### src/rtl/hazard_ctrl_unit_pkg.sv
// Shared types and constants for the pipeline hazard controller: FSM states,
// forward-select codes and the bundled per-stage enable/flush controls.
package cpu_hazard_pkg;

    typedef enum logic [0:0] {
        IDLE = 1'b0,
        WAIT = 1'b1
    } hz_state_e;

    localparam logic [1:0] FWD_RF  = 2'b00;
    localparam logic [1:0] FWD_WB  = 2'b01;
    localparam logic [1:0] FWD_MEM = 2'b10;

    typedef struct packed {
        logic pc_en;
        logic if_id_en;
        logic if_id_flush;
        logic id_ex_en;
        logic id_ex_flush;
        logic ex_mem_en;
        logic ex_mem_flush;
        logic mem_wb_en;
        logic mem_wb_flush;
    } pipe_ctrl_t;

    // Everything frozen: no register loads, no bubbles.
    localparam pipe_ctrl_t CTRL_HOLD = '0;

    localparam pipe_ctrl_t CTRL_RUN = '{
        pc_en:        1'b1,
        if_id_en:     1'b1,
        if_id_flush:  1'b0,
        id_ex_en:     1'b1,
        id_ex_flush:  1'b0,
        ex_mem_en:    1'b1,
        ex_mem_flush: 1'b0,
        mem_wb_en:    1'b1,
        mem_wb_flush: 1'b0
    };

    // Bits needed to hold the initial wait count MEM_LAT-2 (at least one bit).
    function automatic int wcnt_width(input int mem_lat);
        return (mem_lat > 2) ? $clog2(mem_lat - 1) : 1;
    endfunction

endpackage

### src/rtl/hazard_ctrl_unit_if.sv
// Pipeline <-> hazard controller signal bundle. The master side is the core
// datapath (supplies stage fields, consumes controls); the slave side is the controller.
interface hazard_ctrl_if #(
    parameter int REG_ADDR_W = 5,
    parameter int CNT_W      = 32
);
    logic                  enable;
    logic [REG_ADDR_W-1:0] rs1_IF_ID;
    logic [REG_ADDR_W-1:0] rs2_IF_ID;
    logic [REG_ADDR_W-1:0] rs1_ID_EX;
    logic [REG_ADDR_W-1:0] rs2_ID_EX;
    logic [REG_ADDR_W-1:0] rd_ID_EX;
    logic                  mem_read_ID_EX;
    logic [REG_ADDR_W-1:0] rd_EX_MEM;
    logic                  reg_write_EX_MEM;
    logic                  mem_access_EX_MEM;
    logic                  redirect_EX_MEM;
    logic [REG_ADDR_W-1:0] rd_MEM_WB;
    logic                  reg_write_MEM_WB;

    logic                  pc_en;
    logic                  if_id_en;
    logic                  if_id_flush;
    logic                  id_ex_en;
    logic                  id_ex_flush;
    logic                  ex_mem_en;
    logic                  ex_mem_flush;
    logic                  mem_wb_en;
    logic                  mem_wb_flush;
    logic [1:0]            forward_a;
    logic [1:0]            forward_b;
    logic [CNT_W-1:0]      stall_cnt;
    logic [CNT_W-1:0]      flush_cnt;

    modport master (
        output enable, rs1_IF_ID, rs2_IF_ID, rs1_ID_EX, rs2_ID_EX, rd_ID_EX,
               mem_read_ID_EX, rd_EX_MEM, reg_write_EX_MEM, mem_access_EX_MEM,
               redirect_EX_MEM, rd_MEM_WB, reg_write_MEM_WB,
        input  pc_en, if_id_en, if_id_flush, id_ex_en, id_ex_flush, ex_mem_en,
               ex_mem_flush, mem_wb_en, mem_wb_flush, forward_a, forward_b,
               stall_cnt, flush_cnt
    );

    modport slave (
        input  enable, rs1_IF_ID, rs2_IF_ID, rs1_ID_EX, rs2_ID_EX, rd_ID_EX,
               mem_read_ID_EX, rd_EX_MEM, reg_write_EX_MEM, mem_access_EX_MEM,
               redirect_EX_MEM, rd_MEM_WB, reg_write_MEM_WB,
        output pc_en, if_id_en, if_id_flush, id_ex_en, id_ex_flush, ex_mem_en,
               ex_mem_flush, mem_wb_en, mem_wb_flush, forward_a, forward_b,
               stall_cnt, flush_cnt
    );

endinterface

### src/rtl/hazard_ctrl_unit_fwd_sel.sv
// Operand forward select for one execute-stage source register; the younger
// producer in EX_MEM takes priority over the one in MEM_WB, and x0 never forwards.
module fwd_sel
    import cpu_hazard_pkg::*;
#(
    parameter int REG_ADDR_W = 5
) (
    input  logic [REG_ADDR_W-1:0] rs_i,
    input  logic [REG_ADDR_W-1:0] rd_ex_mem_i,
    input  logic                  reg_write_ex_mem_i,
    input  logic [REG_ADDR_W-1:0] rd_mem_wb_i,
    input  logic                  reg_write_mem_wb_i,
    output logic [1:0]            fwd_o
);

    always_comb begin
        // NOTE: output takes a default before the if-chain so no path leaves it unassigned (no latch).
        fwd_o = FWD_RF;
        if (reg_write_ex_mem_i && (rd_ex_mem_i != '0) && (rd_ex_mem_i == rs_i)) begin
            fwd_o = FWD_MEM;
        end else if (reg_write_mem_wb_i && (rd_mem_wb_i != '0) && (rd_mem_wb_i == rs_i)) begin
            fwd_o = FWD_WB;
        end
    end

endmodule

### src/rtl/hazard_ctrl_unit.sv
// 5-stage pipeline hazard controller: forwarding, load-use stall, redirect squash
// and fixed-latency data-memory stall. Define HAZARD_PERF_CNT_EN for stall/flush counters.
module hazard_ctrl_unit
    import cpu_hazard_pkg::*;
#(
    parameter int REG_ADDR_W = 5,
    parameter int MEM_LAT    = 1,
    parameter int CNT_W      = 32
) (
    input  logic         clk,
    input  logic         arst_n,
    hazard_ctrl_if.slave hz
);

    localparam int                WCNT_W      = wcnt_width(MEM_LAT);
    localparam bit                MULTI_CYCLE = (MEM_LAT > 1);
    localparam logic [WCNT_W-1:0] WCNT_INIT   = (MEM_LAT > 2) ? WCNT_W'(MEM_LAT - 2) : '0;

    hz_state_e         state_q, state_d;
    logic [WCNT_W-1:0] wcnt_q, wcnt_d;
    logic              mem_stall;
    logic              load_use;
    logic [1:0]        fwd_a, fwd_b;
    pipe_ctrl_t        ctrl;

    fwd_sel #(.REG_ADDR_W(REG_ADDR_W)) u_fwd_a (
        .rs_i               (hz.rs1_ID_EX),
        .rd_ex_mem_i        (hz.rd_EX_MEM),
        .reg_write_ex_mem_i (hz.reg_write_EX_MEM),
        .rd_mem_wb_i        (hz.rd_MEM_WB),
        .reg_write_mem_wb_i (hz.reg_write_MEM_WB),
        .fwd_o              (fwd_a)
    );

    fwd_sel #(.REG_ADDR_W(REG_ADDR_W)) u_fwd_b (
        .rs_i               (hz.rs2_ID_EX),
        .rd_ex_mem_i        (hz.rd_EX_MEM),
        .reg_write_ex_mem_i (hz.reg_write_EX_MEM),
        .rd_mem_wb_i        (hz.rd_MEM_WB),
        .reg_write_mem_wb_i (hz.reg_write_MEM_WB),
        .fwd_o              (fwd_b)
    );

    // An access costs MEM_LAT-1 stall cycles: one in IDLE, then MEM_LAT-2 counted down in WAIT.
    assign mem_stall = ((state_q == IDLE) && hz.mem_access_EX_MEM && MULTI_CYCLE) ||
                       ((state_q == WAIT) && (wcnt_q != '0));

    assign load_use = hz.mem_read_ID_EX && (hz.rd_ID_EX != '0) &&
                      ((hz.rd_ID_EX == hz.rs1_IF_ID) || (hz.rd_ID_EX == hz.rs2_IF_ID));

    always_comb begin
        state_d = state_q;
        wcnt_d  = wcnt_q;
        if (hz.enable) begin
            unique case (state_q)
                IDLE: begin
                    if (hz.mem_access_EX_MEM && MULTI_CYCLE) begin
                        state_d = WAIT;
                        wcnt_d  = WCNT_INIT;
                    end
                end
                WAIT: begin
                    if (wcnt_q != '0) begin
                        wcnt_d = wcnt_q - 1'b1;
                    end else begin
                        state_d = IDLE;
                    end
                end
                default: state_d = IDLE;
            endcase
        end
    end

    always_ff @(posedge clk or negedge arst_n) begin
        if (!arst_n) begin
            state_q <= IDLE;
            wcnt_q  <= '0;
        end else begin
            // NOTE: sequential state uses non-blocking assignment so every flop samples pre-edge values.
            state_q <= state_d;
            wcnt_q  <= wcnt_d;
        end
    end

    // Priority: reset/enable=0 > memory stall > redirect > load-use.
    always_comb begin
        ctrl = CTRL_RUN;
        if (!arst_n || !hz.enable) begin
            ctrl = CTRL_HOLD;
        end else if (mem_stall) begin
            ctrl              = CTRL_HOLD;
            ctrl.mem_wb_en    = 1'b1;
            ctrl.mem_wb_flush = 1'b1;
        end else if (hz.redirect_EX_MEM) begin
            ctrl.if_id_flush  = 1'b1;
            ctrl.id_ex_flush  = 1'b1;
            ctrl.ex_mem_flush = 1'b1;
        end else if (load_use) begin
            ctrl.pc_en       = 1'b0;
            ctrl.if_id_en    = 1'b0;
            ctrl.id_ex_flush = 1'b1;
        end
    end

    assign hz.pc_en        = ctrl.pc_en;
    assign hz.if_id_en     = ctrl.if_id_en;
    assign hz.if_id_flush  = ctrl.if_id_flush;
    assign hz.id_ex_en     = ctrl.id_ex_en;
    assign hz.id_ex_flush  = ctrl.id_ex_flush;
    assign hz.ex_mem_en    = ctrl.ex_mem_en;
    assign hz.ex_mem_flush = ctrl.ex_mem_flush;
    assign hz.mem_wb_en    = ctrl.mem_wb_en;
    assign hz.mem_wb_flush = ctrl.mem_wb_flush;
    assign hz.forward_a    = arst_n ? fwd_a : FWD_RF;
    assign hz.forward_b    = arst_n ? fwd_b : FWD_RF;

`ifdef HAZARD_PERF_CNT_EN
    logic [CNT_W-1:0] stall_cnt_q, stall_cnt_d;
    logic [CNT_W-1:0] flush_cnt_q, flush_cnt_d;
    logic             stall_event;
    logic             flush_event;

    // Only stalls and redirects actually applied this cycle are counted.
    assign stall_event = hz.enable && (mem_stall || (load_use && !hz.redirect_EX_MEM));
    assign flush_event = hz.enable && hz.redirect_EX_MEM && !mem_stall;

    always_comb begin
        stall_cnt_d = stall_cnt_q;
        flush_cnt_d = flush_cnt_q;
        if (stall_event && (stall_cnt_q != '1)) stall_cnt_d = stall_cnt_q + 1'b1;
        if (flush_event && (flush_cnt_q != '1)) flush_cnt_d = flush_cnt_q + 1'b1;
    end

    always_ff @(posedge clk or negedge arst_n) begin
        if (!arst_n) begin
            stall_cnt_q <= '0;
            flush_cnt_q <= '0;
        end else begin
            stall_cnt_q <= stall_cnt_d;
            flush_cnt_q <= flush_cnt_d;
        end
    end

    assign hz.stall_cnt = stall_cnt_q;
    assign hz.flush_cnt = flush_cnt_q;
`else
    assign hz.stall_cnt = '0;
    assign hz.flush_cnt = '0;
`endif

endmodule

### src/flat_wrapper.sv
// flat-port wrapper written by rule: the top's interface ports become plain ports
module hazard_ctrl_unit_flat import cpu_hazard_pkg::*;
#(
    parameter int REG_ADDR_W = 5,
    parameter int MEM_LAT    = 1,
    parameter int CNT_W      = 32
)
  (clk, arst_n, hz_enable, hz_rs1_IF_ID, hz_rs2_IF_ID, hz_rs1_ID_EX, hz_rs2_ID_EX, hz_rd_ID_EX, hz_mem_read_ID_EX, hz_rd_EX_MEM, hz_reg_write_EX_MEM, hz_mem_access_EX_MEM, hz_redirect_EX_MEM, hz_rd_MEM_WB, hz_reg_write_MEM_WB, hz_pc_en, hz_if_id_en, hz_if_id_flush, hz_id_ex_en, hz_id_ex_flush, hz_ex_mem_en, hz_ex_mem_flush, hz_mem_wb_en, hz_mem_wb_flush, hz_forward_a, hz_forward_b, hz_stall_cnt, hz_flush_cnt);
  hazard_ctrl_if #(.REG_ADDR_W(REG_ADDR_W), .CNT_W(CNT_W)) hz_i ();
  input  logic clk;
  input  logic arst_n;
  input wire logic [$bits(hz_i.enable)-1:0] hz_enable;
  input wire logic [$bits(hz_i.rs1_IF_ID)-1:0] hz_rs1_IF_ID;
  input wire logic [$bits(hz_i.rs2_IF_ID)-1:0] hz_rs2_IF_ID;
  input wire logic [$bits(hz_i.rs1_ID_EX)-1:0] hz_rs1_ID_EX;
  input wire logic [$bits(hz_i.rs2_ID_EX)-1:0] hz_rs2_ID_EX;
  input wire logic [$bits(hz_i.rd_ID_EX)-1:0] hz_rd_ID_EX;
  input wire logic [$bits(hz_i.mem_read_ID_EX)-1:0] hz_mem_read_ID_EX;
  input wire logic [$bits(hz_i.rd_EX_MEM)-1:0] hz_rd_EX_MEM;
  input wire logic [$bits(hz_i.reg_write_EX_MEM)-1:0] hz_reg_write_EX_MEM;
  input wire logic [$bits(hz_i.mem_access_EX_MEM)-1:0] hz_mem_access_EX_MEM;
  input wire logic [$bits(hz_i.redirect_EX_MEM)-1:0] hz_redirect_EX_MEM;
  input wire logic [$bits(hz_i.rd_MEM_WB)-1:0] hz_rd_MEM_WB;
  input wire logic [$bits(hz_i.reg_write_MEM_WB)-1:0] hz_reg_write_MEM_WB;
  output wire logic [$bits(hz_i.pc_en)-1:0] hz_pc_en;
  output wire logic [$bits(hz_i.if_id_en)-1:0] hz_if_id_en;
  output wire logic [$bits(hz_i.if_id_flush)-1:0] hz_if_id_flush;
  output wire logic [$bits(hz_i.id_ex_en)-1:0] hz_id_ex_en;
  output wire logic [$bits(hz_i.id_ex_flush)-1:0] hz_id_ex_flush;
  output wire logic [$bits(hz_i.ex_mem_en)-1:0] hz_ex_mem_en;
  output wire logic [$bits(hz_i.ex_mem_flush)-1:0] hz_ex_mem_flush;
  output wire logic [$bits(hz_i.mem_wb_en)-1:0] hz_mem_wb_en;
  output wire logic [$bits(hz_i.mem_wb_flush)-1:0] hz_mem_wb_flush;
  output wire logic [$bits(hz_i.forward_a)-1:0] hz_forward_a;
  output wire logic [$bits(hz_i.forward_b)-1:0] hz_forward_b;
  output wire logic [$bits(hz_i.stall_cnt)-1:0] hz_stall_cnt;
  output wire logic [$bits(hz_i.flush_cnt)-1:0] hz_flush_cnt;
  assign hz_i.enable = hz_enable;
  assign hz_i.rs1_IF_ID = hz_rs1_IF_ID;
  assign hz_i.rs2_IF_ID = hz_rs2_IF_ID;
  assign hz_i.rs1_ID_EX = hz_rs1_ID_EX;
  assign hz_i.rs2_ID_EX = hz_rs2_ID_EX;
  assign hz_i.rd_ID_EX = hz_rd_ID_EX;
  assign hz_i.mem_read_ID_EX = hz_mem_read_ID_EX;
  assign hz_i.rd_EX_MEM = hz_rd_EX_MEM;
  assign hz_i.reg_write_EX_MEM = hz_reg_write_EX_MEM;
  assign hz_i.mem_access_EX_MEM = hz_mem_access_EX_MEM;
  assign hz_i.redirect_EX_MEM = hz_redirect_EX_MEM;
  assign hz_i.rd_MEM_WB = hz_rd_MEM_WB;
  assign hz_i.reg_write_MEM_WB = hz_reg_write_MEM_WB;
  assign hz_pc_en = hz_i.pc_en;
  assign hz_if_id_en = hz_i.if_id_en;
  assign hz_if_id_flush = hz_i.if_id_flush;
  assign hz_id_ex_en = hz_i.id_ex_en;
  assign hz_id_ex_flush = hz_i.id_ex_flush;
  assign hz_ex_mem_en = hz_i.ex_mem_en;
  assign hz_ex_mem_flush = hz_i.ex_mem_flush;
  assign hz_mem_wb_en = hz_i.mem_wb_en;
  assign hz_mem_wb_flush = hz_i.mem_wb_flush;
  assign hz_forward_a = hz_i.forward_a;
  assign hz_forward_b = hz_i.forward_b;
  assign hz_stall_cnt = hz_i.stall_cnt;
  assign hz_flush_cnt = hz_i.flush_cnt;
  hazard_ctrl_unit #(.REG_ADDR_W(REG_ADDR_W), .MEM_LAT(MEM_LAT), .CNT_W(CNT_W)) u_core (.clk(clk), .arst_n(arst_n), .hz(hz_i));
endmodule
### config.mk
export PLATFORM = sky130hd
export DESIGN_NAME = hazard_ctrl_unit_flat
export DESIGN_NICKNAME = d
export VERILOG_FILES = /design/src/rtl/hazard_ctrl_unit_pkg.sv /design/src/rtl/hazard_ctrl_unit_if.sv /design/src/rtl/hazard_ctrl_unit_fwd_sel.sv /design/src/rtl/hazard_ctrl_unit.sv /design/src/flat_wrapper.sv
export SDC_FILE = /design/constraint.sdc
export NUM_CORES = 1
export LEC_CHECK = 0
export BUFFER_PORTS_ARGS = -buffer_cell sky130_fd_sc_hd__buf_2
export CAP_MARGIN = 15
export CORE_ASPECT_RATIO = 0.8
export CORE_MARGIN = 2
export CORE_UTILIZATION = 29
export DETAILED_ROUTE_END_ITERATION = 10
export PLACE_DENSITY_LB_ADDON = 0.15
export REMOVE_ABC_BUFFERS = 1
export SLEW_MARGIN = 5
export SYNTH_ARGS = -nofsm -noshare
export SYNTH_HDL_FRONTEND = slang
export SYNTH_HIERARCHICAL = 1
export SYNTH_SLANG_ARGS = --single-unit
### constraint.sdc
create_clock -name clk -period 1.8 [get_ports clk]
set_input_delay 0.36 -clock clk [delete_from_list [all_inputs] [get_ports clk]]
set_output_delay 0.36 -clock clk [all_outputs]
set_load 0.02 [all_outputs]
==> flow_metrics.tcl <==
set metrics [dict create \
    status "finished, violations left" \
    violations "setup timing" \
    ys.warnings.count 6 \
    finalCritPeriodShare_pct 102.4 \
    route.met3.wl_um 173 \
    synthTopCellsByArea "buf_4 (51%), xor2_1 (14%), xnor2_1 (8.7%), o41ai_2 (3.2%), nor3_1 (3.0%)" \
    topRoutingLayerUsed "met3" \
    grt_use_total_pct 9.084 \
    maxSlewViolCount 0 \
    fin_hold_ws_ns 1.077 \
    grt_overflow 0 \
    dieHeight_um 56.81 \
    fill_cells 380 \
    seq_cells 0 \
    hpwlAfterDp_um 1907 \
    hold_viol_final 0 \
    syn_area_um2 1011 \
    die_w_um 70.01 \
    drt-total-wl_um 2138 \
    yosysTopAreaCell "buf_4" \
    num_vias 821 \
    viasPerCell 3.585 \
    die_area_um2 3977 \
    setup_viol 2 \
    grt_pass1_wl_um 3036 \
    stdcell_area_um2 1247 \
    synth_top_area_share_pct 51.24 \
    seqCellArea_um2 0 \
    holdPathStages 4 \
    placed_area_um2 1059 \
    dp.cells 228 \
    fin_nets 232 \
    hp-class "input port to output port" \
    synth_cells 137 \
    final_layout_size_suffix_gt1_share_pct 40.11 \
    cp.arrival_ns 1.48 \
    wl_per_cell_um 9.336 \
    core_region_area_um2 3376 \
    cp-end-kind "output port" \
    leakagePower_nw 0.6764 \
    synth_seq_area_share_pct 0 \
    timing.final.ws_setup_ns -0.04400 \
    dr_wl_met2_um 1004 \
    diodes 0 \
    portBuffers 53 \
    start_util_pct 29.95 \
    post-synth-top-count-cell "buf_4" \
    fmax_mhz 542.3 \
    antenna_found_initial 0 \
    syn_avg_cell_area_um2 7.379 \
    holdBufCountCts 0 \
    p_per_area_nw_per_um2 271.5 \
    maxCapViolations 0 \
    final_cells 229 \
    irDropWorstVdd_v 0.0001023 \
    p_total_mw 0.3387 \
    io_pins 120 \
    path_class "input port to output port" \
    num_rows 19 \
    drt_iter0_markers 12 \
    drc 0 \
    hold_start "hz_redirect_EX_MEM" \
    nClkBuffers 0 \
    area_delta_synth_final_pct 23.39 \
    ant_nets 0 \
    gp_congestion 0.7248 \
    synthTopCellsByCount "buf_4 (69), xor2_1 (16), xnor2_1 (10), nand2_1 (6), nor3_1 (6)" \
    ys_types 20 \
    grt_max_degree 6 \
    required_ns 1.44 \
    final_core_util_pct 36.95 \
    grt_setup_unrepaired "yes" \
    grt_pass1_vias 668 \
    wl_met1_um 960 \
    multi_input_area_um2 792.0 \
    post-route-min-period_ns 1.844 \
    crit_fanout 2 \
    whs_endpoint "hz_ex_mem_flush" \
    crit_path_start_kind "input port" \
    drt_pass1_iterations 4 \
]
metal layers:
metal	vias up	global-route usage [%]
li1	410	-
met1	361	13.25
met5	-	0
met4	0	0
met3	0	0.5386
met2	50	15.65
area by class of cell:
cell class | count | area share [%]
timing repair buffer | 55 | 31.69
inverter | 2 | 0.6018
multi-input combinational | 130 | 63.49
tap | 42 | 4.213
worst max-delay path, stage by stage:
cell	delay (ns)
buf_6	0.09
xor2_1	0.15
nor3_1	0.22
a22oi_1	0.15
o31a_2	0.37
buf_6	0.14
cell families after synthesis:
group                     Yosys count  synth area share (%)
AOI/OAI and AO/OA                  10                 10.03
xor gates and xnor gates           26                 22.52
buffers and inverters              71                 51.98
other                               1                0.3709
and+or+nand+nor                    29                 15.10
cells in the final DEF, fill, tap and decap left out:
master    synthesis  routed
a211oi_2          2       2
a21oi_1           2       2
a22oi_1           1       1
and2_1            4       1
and2_4            0       3
buf_12            0       1
buf_2             0      36
buf_4            69       4
buf_6             0      12
buf_8             0       2
conb_1            1      65
inv_1             2       2
nand2_1           6       6
nand3_1           4       4
nor2_1            4       4
nor3_1            6       5
nor3_2            2       3
nor4_2            0       2
o21ai_2           1       1
o31a_2            1       1
o31ai_1           1       1
o41ai_2           2       2
or4_4             0       1
xnor2_1          10       6
xnor2_2           0       4
xor2_1           16      15
xor2_2            0       1
through the flow:
step                      setup TNS [ns]  setup WS, ns
after floorplan                        0       0.07085
after global placement           -0.2200      -0.07097
after detailed placement         -0.2030      -0.06043
after CTS                       -0.09927      -0.03918
after global routing             -0.1180      -0.04012
final                           -0.08783      -0.04400
where the power goes:
group,internal (mW),switching [mW],total (mW)
combinational,0.116,0.223,0.339
sequential,0,0,0
clock,0,0,0
total,0.116,0.223,0.339
worst max path at each step:
| stage | start | end | slack [ns] | cells after the start |
|---|---|---|---|---|
| global route | hz_rs2_IF_ID[4] | hz_pc_en | -0.04 | 6 |
| finish | hz_rs2_IF_ID[4] | hz_pc_en | -0.04 | 6 |
| CTS | hz_rs2_IF_ID[4] | hz_pc_en | -0.04 | 6 |
| detailed placement | hz_rd_ID_EX[3] | hz_if_id_en | -0.06 | 6 |
| floorplan | hz_rd_ID_EX[3] | hz_id_ex_flush | 0.07 | 4 |
| global placement | hz_rd_ID_EX[3] | hz_if_id_en | -0.07 | 6 |
what timing repair did:
item / CTS / global route
buffers inserted: 1 / 0
resized for setup: 14 / 34
pin swaps: 14 / 22
endpoints found under the setup margin: 4 / 6
endpoints found under the hold margin: 0 / 0
No activity file was read; power rests on OpenSTA's default activity.
